## src/rtl/skew_feeder_int8.sv

```systemverilog
// -----------------------------------------------------------------------------
// skew_feeder_int8
//
// Buffers int8 vectors in a small FIFO and feeds them into per-lane
// shift-register chains with a diagonal skew: element i of each vector is
// presented on lane i, i cycles after lane 0. This is the wavefront shape a
// systolic array expects on its edge.
//
// A vector accepted into an empty FIFO from IDLE reaches lane 0 two edges
// later: one edge for IDLE->RUN and one edge for the pop into the lane-0
// stage.
//
// Ports
//   clk        sole clock, rising edge
//   reset      synchronous active-low reset
//   in_valid   upstream presents a vector on in_data
//   in_data    LANES x int8, element i at [8i+7:8i]
//   in_ready   FIFO has room (registered occupancy < DEPTH) and not in reset
//   lane_load  per-lane load strobe
//   lane_data  per-lane byte, lane i at [8i+7:8i], 8'h00 when lane is idle
//   busy       FSM is not IDLE
//   vec_count  (SKEW_FEEDER_STATS_EN only) saturating 16-bit pop counter
//
// Configuration macro: SKEW_FEEDER_STATS_EN adds the vec_count output.
// -----------------------------------------------------------------------------
module skew_feeder_int8 #(
    parameter int LANES = 4,
    parameter int DEPTH = 4
) (
    input  logic               clk,
    input  logic               reset,
    input  logic               in_valid,
    input  logic [LANES*8-1:0] in_data,
    output logic               in_ready,
    output logic [LANES-1:0]   lane_load,
    output logic [LANES*8-1:0] lane_data,
    output logic               busy
`ifdef SKEW_FEEDER_STATS_EN
    ,
    output logic [15:0]        vec_count
`endif
);

    localparam int AW = (DEPTH > 1) ? $clog2(DEPTH) : 1;
    localparam int CW = (LANES > 1) ? $clog2(LANES) : 1;

    typedef enum logic [1:0] {
        IDLE,
        RUN,
        DRAIN
    } state_t;

    state_t             state_q, state_d;
    logic [CW-1:0]      drain_q, drain_d;

    logic [LANES*8-1:0] mem [DEPTH];
    logic [AW-1:0]      wr_ptr_q, rd_ptr_q;
    logic [AW:0]        occ_q;
    logic [LANES*8-1:0] head;
    logic               push, pop;

    // Ready is gated by reset so nothing is offered while the block is held.
    assign in_ready = reset && (occ_q < (AW+1)'(DEPTH));
    assign push     = in_valid && in_ready;
    assign pop      = (state_q != IDLE) && (occ_q != '0);
    assign busy     = (state_q != IDLE);
    assign head     = mem[rd_ptr_q];

    // ------------------------------------------------------------------ FIFO
    // NOTE: the payload array has no reset; occupancy and pointers alone say
    // which entries are live, so clearing the storage would buy nothing.
    always_ff @(posedge clk) begin
        if (push) begin
            mem[wr_ptr_q] <= in_data;
        end
    end

    // NOTE: sequential state uses non-blocking assignments only, so every
    // register samples pre-edge values regardless of block ordering.
    always_ff @(posedge clk) begin
        if (!reset) begin
            wr_ptr_q <= '0;
            rd_ptr_q <= '0;
            occ_q    <= '0;
        end else begin
            if (push) wr_ptr_q <= wr_ptr_q + AW'(1);
            if (pop)  rd_ptr_q <= rd_ptr_q + AW'(1);
            case ({push, pop})
                2'b10:   occ_q <= occ_q + (AW+1)'(1);
                2'b01:   occ_q <= occ_q - (AW+1)'(1);
                default: occ_q <= occ_q;
            endcase
        end
    end

    // ------------------------------------------------------------------- FSM
    always_ff @(posedge clk) begin
        if (!reset) begin
            state_q <= IDLE;
            drain_q <= '0;
        end else begin
            state_q <= state_d;
            drain_q <= drain_d;
        end
    end

    // NOTE: defaults first so every path assigns every output; no latches.
    always_comb begin
        state_d = state_q;
        drain_d = drain_q;
        unique case (state_q)
            IDLE: begin
                if (occ_q != '0) state_d = RUN;
            end
            RUN: begin
                // FIFO ran dry: wait LANES-1 more edges for the deepest lane.
                if (!pop) begin
                    state_d = DRAIN;
                    drain_d = CW'(LANES - 1);
                end
            end
            DRAIN: begin
                // A new vector resumes streaming; skew stages keep their data.
                if (pop) begin
                    state_d = RUN;
                end else if (drain_q == '0) begin
                    state_d = IDLE;
                end else begin
                    drain_d = drain_q - CW'(1);
                end
            end
            default: state_d = IDLE;
        endcase
    end

    // ------------------------------------------------------------ skew chains
    // Lane g owns g+1 stages: stage 0 loads on pop, the rest add one cycle
    // each. Idle slots shift zeros so bubbles present 8'h00.
    for (genvar g = 0; g < LANES; g++) begin : g_lane
        logic [g:0] vld_q;
        logic [7:0] dat_q [0:g];

        always_ff @(posedge clk) begin
            if (!reset) begin
                vld_q <= '0;
                for (int j = 0; j <= g; j++) dat_q[j] <= 8'h00;
            end else begin
                vld_q[0] <= pop;
                dat_q[0] <= pop ? head[8*g +: 8] : 8'h00;
                for (int j = 1; j <= g; j++) begin
                    vld_q[j] <= vld_q[j-1];
                    dat_q[j] <= dat_q[j-1];
                end
            end
        end

        assign lane_load[g]        = vld_q[g];
        assign lane_data[8*g +: 8] = dat_q[g];
    end

`ifdef SKEW_FEEDER_STATS_EN
    // ---------------------------------------------------------- pop counter
    always_ff @(posedge clk) begin
        if (!reset) begin
            vec_count <= '0;
        end else if (pop && (vec_count != 16'hFFFF)) begin
            vec_count <= vec_count + 16'd1;
        end
    end
`endif

endmodule
```

## config.mk

```make
export PLATFORM = sky130hd
export DESIGN_NAME = skew_feeder_int8
export DESIGN_NICKNAME = d
export VERILOG_FILES = /design/src/rtl/skew_feeder_int8.sv
export SDC_FILE = /design/constraint.sdc
export NUM_CORES = 1
export LEC_CHECK = 0
export ABC_AREA = 1
export CAP_MARGIN = 5
export CORE_ASPECT_RATIO = 0.6
export CORE_MARGIN = 1.5
export CORE_UTILIZATION = 51
export CTS_CLUSTER_DIAMETER = 100
export DETAILED_ROUTE_END_ITERATION = 8
export GPL_TIMING_DRIVEN = 0
export HOLD_SLACK_MARGIN = 0.03
export PLACE_DENSITY = 0.75
export SKIP_CTS_REPAIR_TIMING = 1
export SLEW_MARGIN = 20
export SYNTH_ARGS = -nofsm -noshare
export SYNTH_HDL_FRONTEND = slang
export SYNTH_SLANG_ARGS = --single-unit
```

## constraint.sdc

```tcl
create_clock -name clk -period 3 [get_ports clk]
set_clock_uncertainty 0.15 [all_clocks]
set_input_delay 0.6 -clock clk [delete_from_list [all_inputs] [get_ports clk]]
set_output_delay 0.6 -clock clk [all_outputs]
set_load 0.02 [all_outputs]
```

==> results <==
- The initial antenna violation count is 1.
- Clock-pin slew was measured on the worst setup and hold paths at ~0.07 ns.
- For this run, the post-layout net count is 830.
- The post-placement cell area is 9090 um2.
- For the pin with the worst max-slew slack, the measured transition is 0.679 ns.
- The mean routed wirelength per cell is 15.8 um.
- The main flop type after synthesis is sky130_fd_sc_hd__edfxtp_1.
- The start point of the worst min-delay path is g_lane[1].dat_q[0][5]$_SDFF_PN0_.
- Relative to the synthesized area, the layout overhead comes to 23.7%.
- Including well taps, the total number of placed cells is 969.
- The type of origin of the critical path is a flop.
- The cell leakage power is ~0.0040 uW.
- Once layout is complete, the utilization of the core stands at 0.644.
- Buffers placed on the I/O ports in this run total 71.
- The period utilization is 0.810.
- The first global-routing pass estimated about 25000 um of wire.
- The critical path is of the reg -> out type.
- The area fraction of the dominant cell type after synthesis is 0.481.
- Derived from the worst setup path, the maximum achievable clock frequency is around 0.41 GHz.
- The synthesized net count is roughly 730.
- Data on the critical path arrives at its endpoint at approximately 1.7 ns.
- The number of global-route vias before repair came to between 4000 and 5000.
- In this run, the number of DRC markers left after iteration 0 of detailed routing was 345.
- The number of warning messages in the yosys log is 0.
- The max-slew violation total from the final report came to 0.
- The type of the tightest min-delay check is reg -> reg.
- The async set or reset register ratio after synthesis is 0.
- In this run the cell area of the synthesized design comes to 7980 um2.
- The number of vias in the routed layout is 4903.
- Synthesis handed over a netlist of 691 instances.
- The completed layout was analyzed and its total power is 6970 uW.
- The horizontal extent of the die is around 160 um.
- The reg-to-reg critical path endpoint is occ_q[2]$_SDFFE_PN0P_.
- The initial standard-cell utilization of the core is 0.521.
- The total core area is around 15000 um2.
- The required time reported for the critical path endpoint is ~2.3 ns.
- The number of buffers created by CTS is 20.
- The total length of routed wires is 15900 um.
- The worst setup path is captured at an output pin.
- Hold is met by 0.263 ns.
- Setup repair after global routing left no endpoint under its margin.
- The power per standard cell area is 706 nW/um2.
- TritonCTS built the clock tree.
- The die covers 16400 um2.
- The die height is 99.9 um.
- The register area share after synthesis is 0.725.
- The detailed-placement wirelength estimate is 10200 um.
- After routing the design area is between 9000 and 10000 um2.
- The number of antenna diodes in the final layout is 0.
- Detailed routing placed a total of between 7000 and 8000 um of wire on met2.
- The number of distinct library cells after synthesis is 23.
- Headroom to the max-slew limit came out at 0.547.
- The number of standard cells in the layout, taps in and fillers out is 1005.
- Max-cap violations in this run came to 0.
- After floorplanning, the core was divided into 35 placement rows.
- The total I/O pin count is 73.
- In the post-synthesis netlist, the biggest area contributors are sky130_fd_sc_hd__edfxtp_1, sky130_fd_sc_hd__dfxtp_1, sky130_fd_sc_hd__nor2_1, sky130_fd_sc_hd__inv_1, sky130_fd_sc_hd__nand2_1.
- The total routed wire length on the met1 layer is 6930 um.
- The maximum number of pins on one net before global-route repair is 21.
- The source-to-sink clock delay at the later pin of the worst-skew pair is 0.49 ns.
- The logic depth of the worst register-to-register path is 9.
- The most common cell in the synthesized netlist is sky130_fd_sc_hd__nor2_1.
- The worst-case vdd ir drop is 0.000580 V.
- Detailed routing placed a total of 1010 um of wire on met3.
- The top metal layer carrying routed signals is met5.
- The overflow left after global routing is 0.
- The worst setup path startpoint is state_q[0]$_SDFFE_PN0P_.
- The library cell with the largest summed area after synthesis is sky130_fd_sc_hd__edfxtp_1.
- The placer's final routability congestion estimate is between 0.7 and 0.8.
- The number of buffers on the longest clock path is 3.
- The commonest cells after synthesis are sky130_fd_sc_hd__nor2_1, sky130_fd_sc_hd__edfxtp_1, sky130_fd_sc_hd__dfxtp_1.
- The H-tree depth is 1.
- The library cell used as clock root buffer is sky130_fd_sc_hd__clkbuf_16.
- The number of enable-type register cells in the synthesized netlist is 128.
- After layout, the minimum clock period comes to approximately 2.4 ns.
- The remaining design rule violation count is 0.
- In the final layout, the share of cells above drive strength 1 is 0.130.
- The mean instance size in the synthesized netlist is 11.6 um2.
- The end of the critical path is busy.
- The detail route stage leaves a number of antenna-violating nets equal to 0.
- The hold violation count in the final report is 0.
- The maximum fanout along the worst path is 4.
- The number of detailed-route iterations in the first pass is 5.
- The flip-flop and latch count after synthesis is 225.
- The number of setup violations in the final report is 0.
- In the routed layout, each cell is associated on average with a via count of roughly 5.
- The register-to-register setup slack is 0.95 ns.
- The number of sinks handled by clock tree synthesis is 225.
- The overall global routing resource usage is 0.201.
- The flow ran to the end, and the final reports show no timing, DRC or antenna violations.
- In this run the critical register-to-register path is launched from occ_q[2]$_SDFFE_PN0P_.
-- how the worst min path moves through the flow --
stage,to,slack (ns),cells after the start
after floorplan,g_lane[1].dat_q[0][10]$_SDFF_PN0_,0.24,2
after CTS,g_lane[3].dat_q[0][16]$_SDFF_PN0_,0.26,2
final,g_lane[1].dat_q[0][13]$_SDFF_PN0_,0.26,2
after global placement,g_lane[3].dat_q[0][21]$_SDFF_PN0_,0.24,2
after detailed placement,g_lane[2].dat_q[0][22]$_SDFF_PN0_,0.25,2
after global routing,g_lane[3].dat_q[0][14]$_SDFF_PN0_,0.28,2
-- logic make-up after synthesis --
group                    Yosys count  share of synthesized area
AND/OR/NAND/NOR                  223                      0.109
flip-flops                       225                      0.725
AO/OA/AOI/OAI                    106                     0.0711
buffers and inverters            130                     0.0834
adder cells (fa/ha/maj)            7                     0.0119
-- layout by cell type, fill, tap and decap left out --
cell                              synthesis  layout
sky130_fd_sc_hd__nor2_1                 145     141
sky130_fd_sc_hd__edfxtp_1               128     128
sky130_fd_sc_hd__dfxtp_1                 97      97
sky130_fd_sc_hd__inv_1                   71      71
sky130_fd_sc_hd__clkdlybuf4s50_1          0      71
sky130_fd_sc_hd__nand2_1                 67      67
sky130_fd_sc_hd__o21ai_1                 38      38
sky130_fd_sc_hd__o21ai_0                 31      31
sky130_fd_sc_hd__a21oi_1                 27      27
sky130_fd_sc_hd__buf_4                   25      25
sky130_fd_sc_hd__clkbuf_16                0      21
sky130_fd_sc_hd__clkbuf_1                13      13
sky130_fd_sc_hd__buf_6                   10      10
sky130_fd_sc_hd__a21oi_2                 10      10
sky130_fd_sc_hd__buf_2                    7       7
sky130_fd_sc_hd__ha_1                     6       6
sky130_fd_sc_hd__bufinv_16                0       6
sky130_fd_sc_hd__nor2_4                   1       5
sky130_fd_sc_hd__inv_2                    4       4
sky130_fd_sc_hd__buf_16                   0       4
sky130_fd_sc_hd__nand2_2                  3       3
sky130_fd_sc_hd__nand3_1                  3       3
sky130_fd_sc_hd__clkbuf_8                 0       3
sky130_fd_sc_hd__clkinv_1                 0       2
sky130_fd_sc_hd__inv_6                    0       2
sky130_fd_sc_hd__nand2_4                  1       1
sky130_fd_sc_hd__nor2_2                   1       1
sky130_fd_sc_hd__and3_1                   1       1
sky130_fd_sc_hd__nor3_1                   1       1
sky130_fd_sc_hd__fa_1                     1       1
sky130_fd_sc_hd__clkinvlp_4               0       1
sky130_fd_sc_hd__clkinv_2                 0       1
-- report_power, final --
group | leakage, uW | internal, uW | switching, uW
Clock | 0.000381 | 1870 | 1100
Combinational | 0.00168 | 222 | 372
Sequential | 0.00195 | 3360 | 34.9
Total | 0.00401 | 5450 | 1510
-- sequential cells by signal, summed over array words and instances, names as in the netlist, named ones only --
register	cells
mem	128
drain_q	2
occ_q	3
wr_ptr_q	2
g_lane.dat_q	80
rd_ptr_q	2
g_lane.vld_q	4
state_q	2
-- routing by layer --
metal  GRT usage  vias up
met4      0.0554        2
li1            -     2412
met5           0        -
met2       0.351      141
met1       0.254     2316
met3      0.0438       32
-- critical path, stage by stage (launching register included) --
cell                              delay, ns
sky130_fd_sc_hd__dfxtp_1               0.34
sky130_fd_sc_hd__inv_1                 0.08
sky130_fd_sc_hd__nand2_2               0.14
sky130_fd_sc_hd__clkdlybuf4s50_1       0.62
-- area by class of cell --
class                           instances  area [um2]
Sequential cell                       225        5790
Fill cell                            1118        5450
Multi-Input combinational cell        336        1560
Timing Repair Buffer                   75         821
Clock buffer                           24         567
Buffer                                 55         384
Inverter                               75         282
Tap cell                              203         254
Clock inverter                         12         218
-- through the flow --
step	setup TNS (ns)	setup WS, ns
3_3_place_gp	-149.39	-1.22
3_5_place_dp	0	0.375
5_1_grt	0	0.530
6_report	0	0.570
2_1_floorplan	-19.19	-0.150
4_1_cts	0	0.562
No activity file was read; power rests on OpenSTA's default activity.
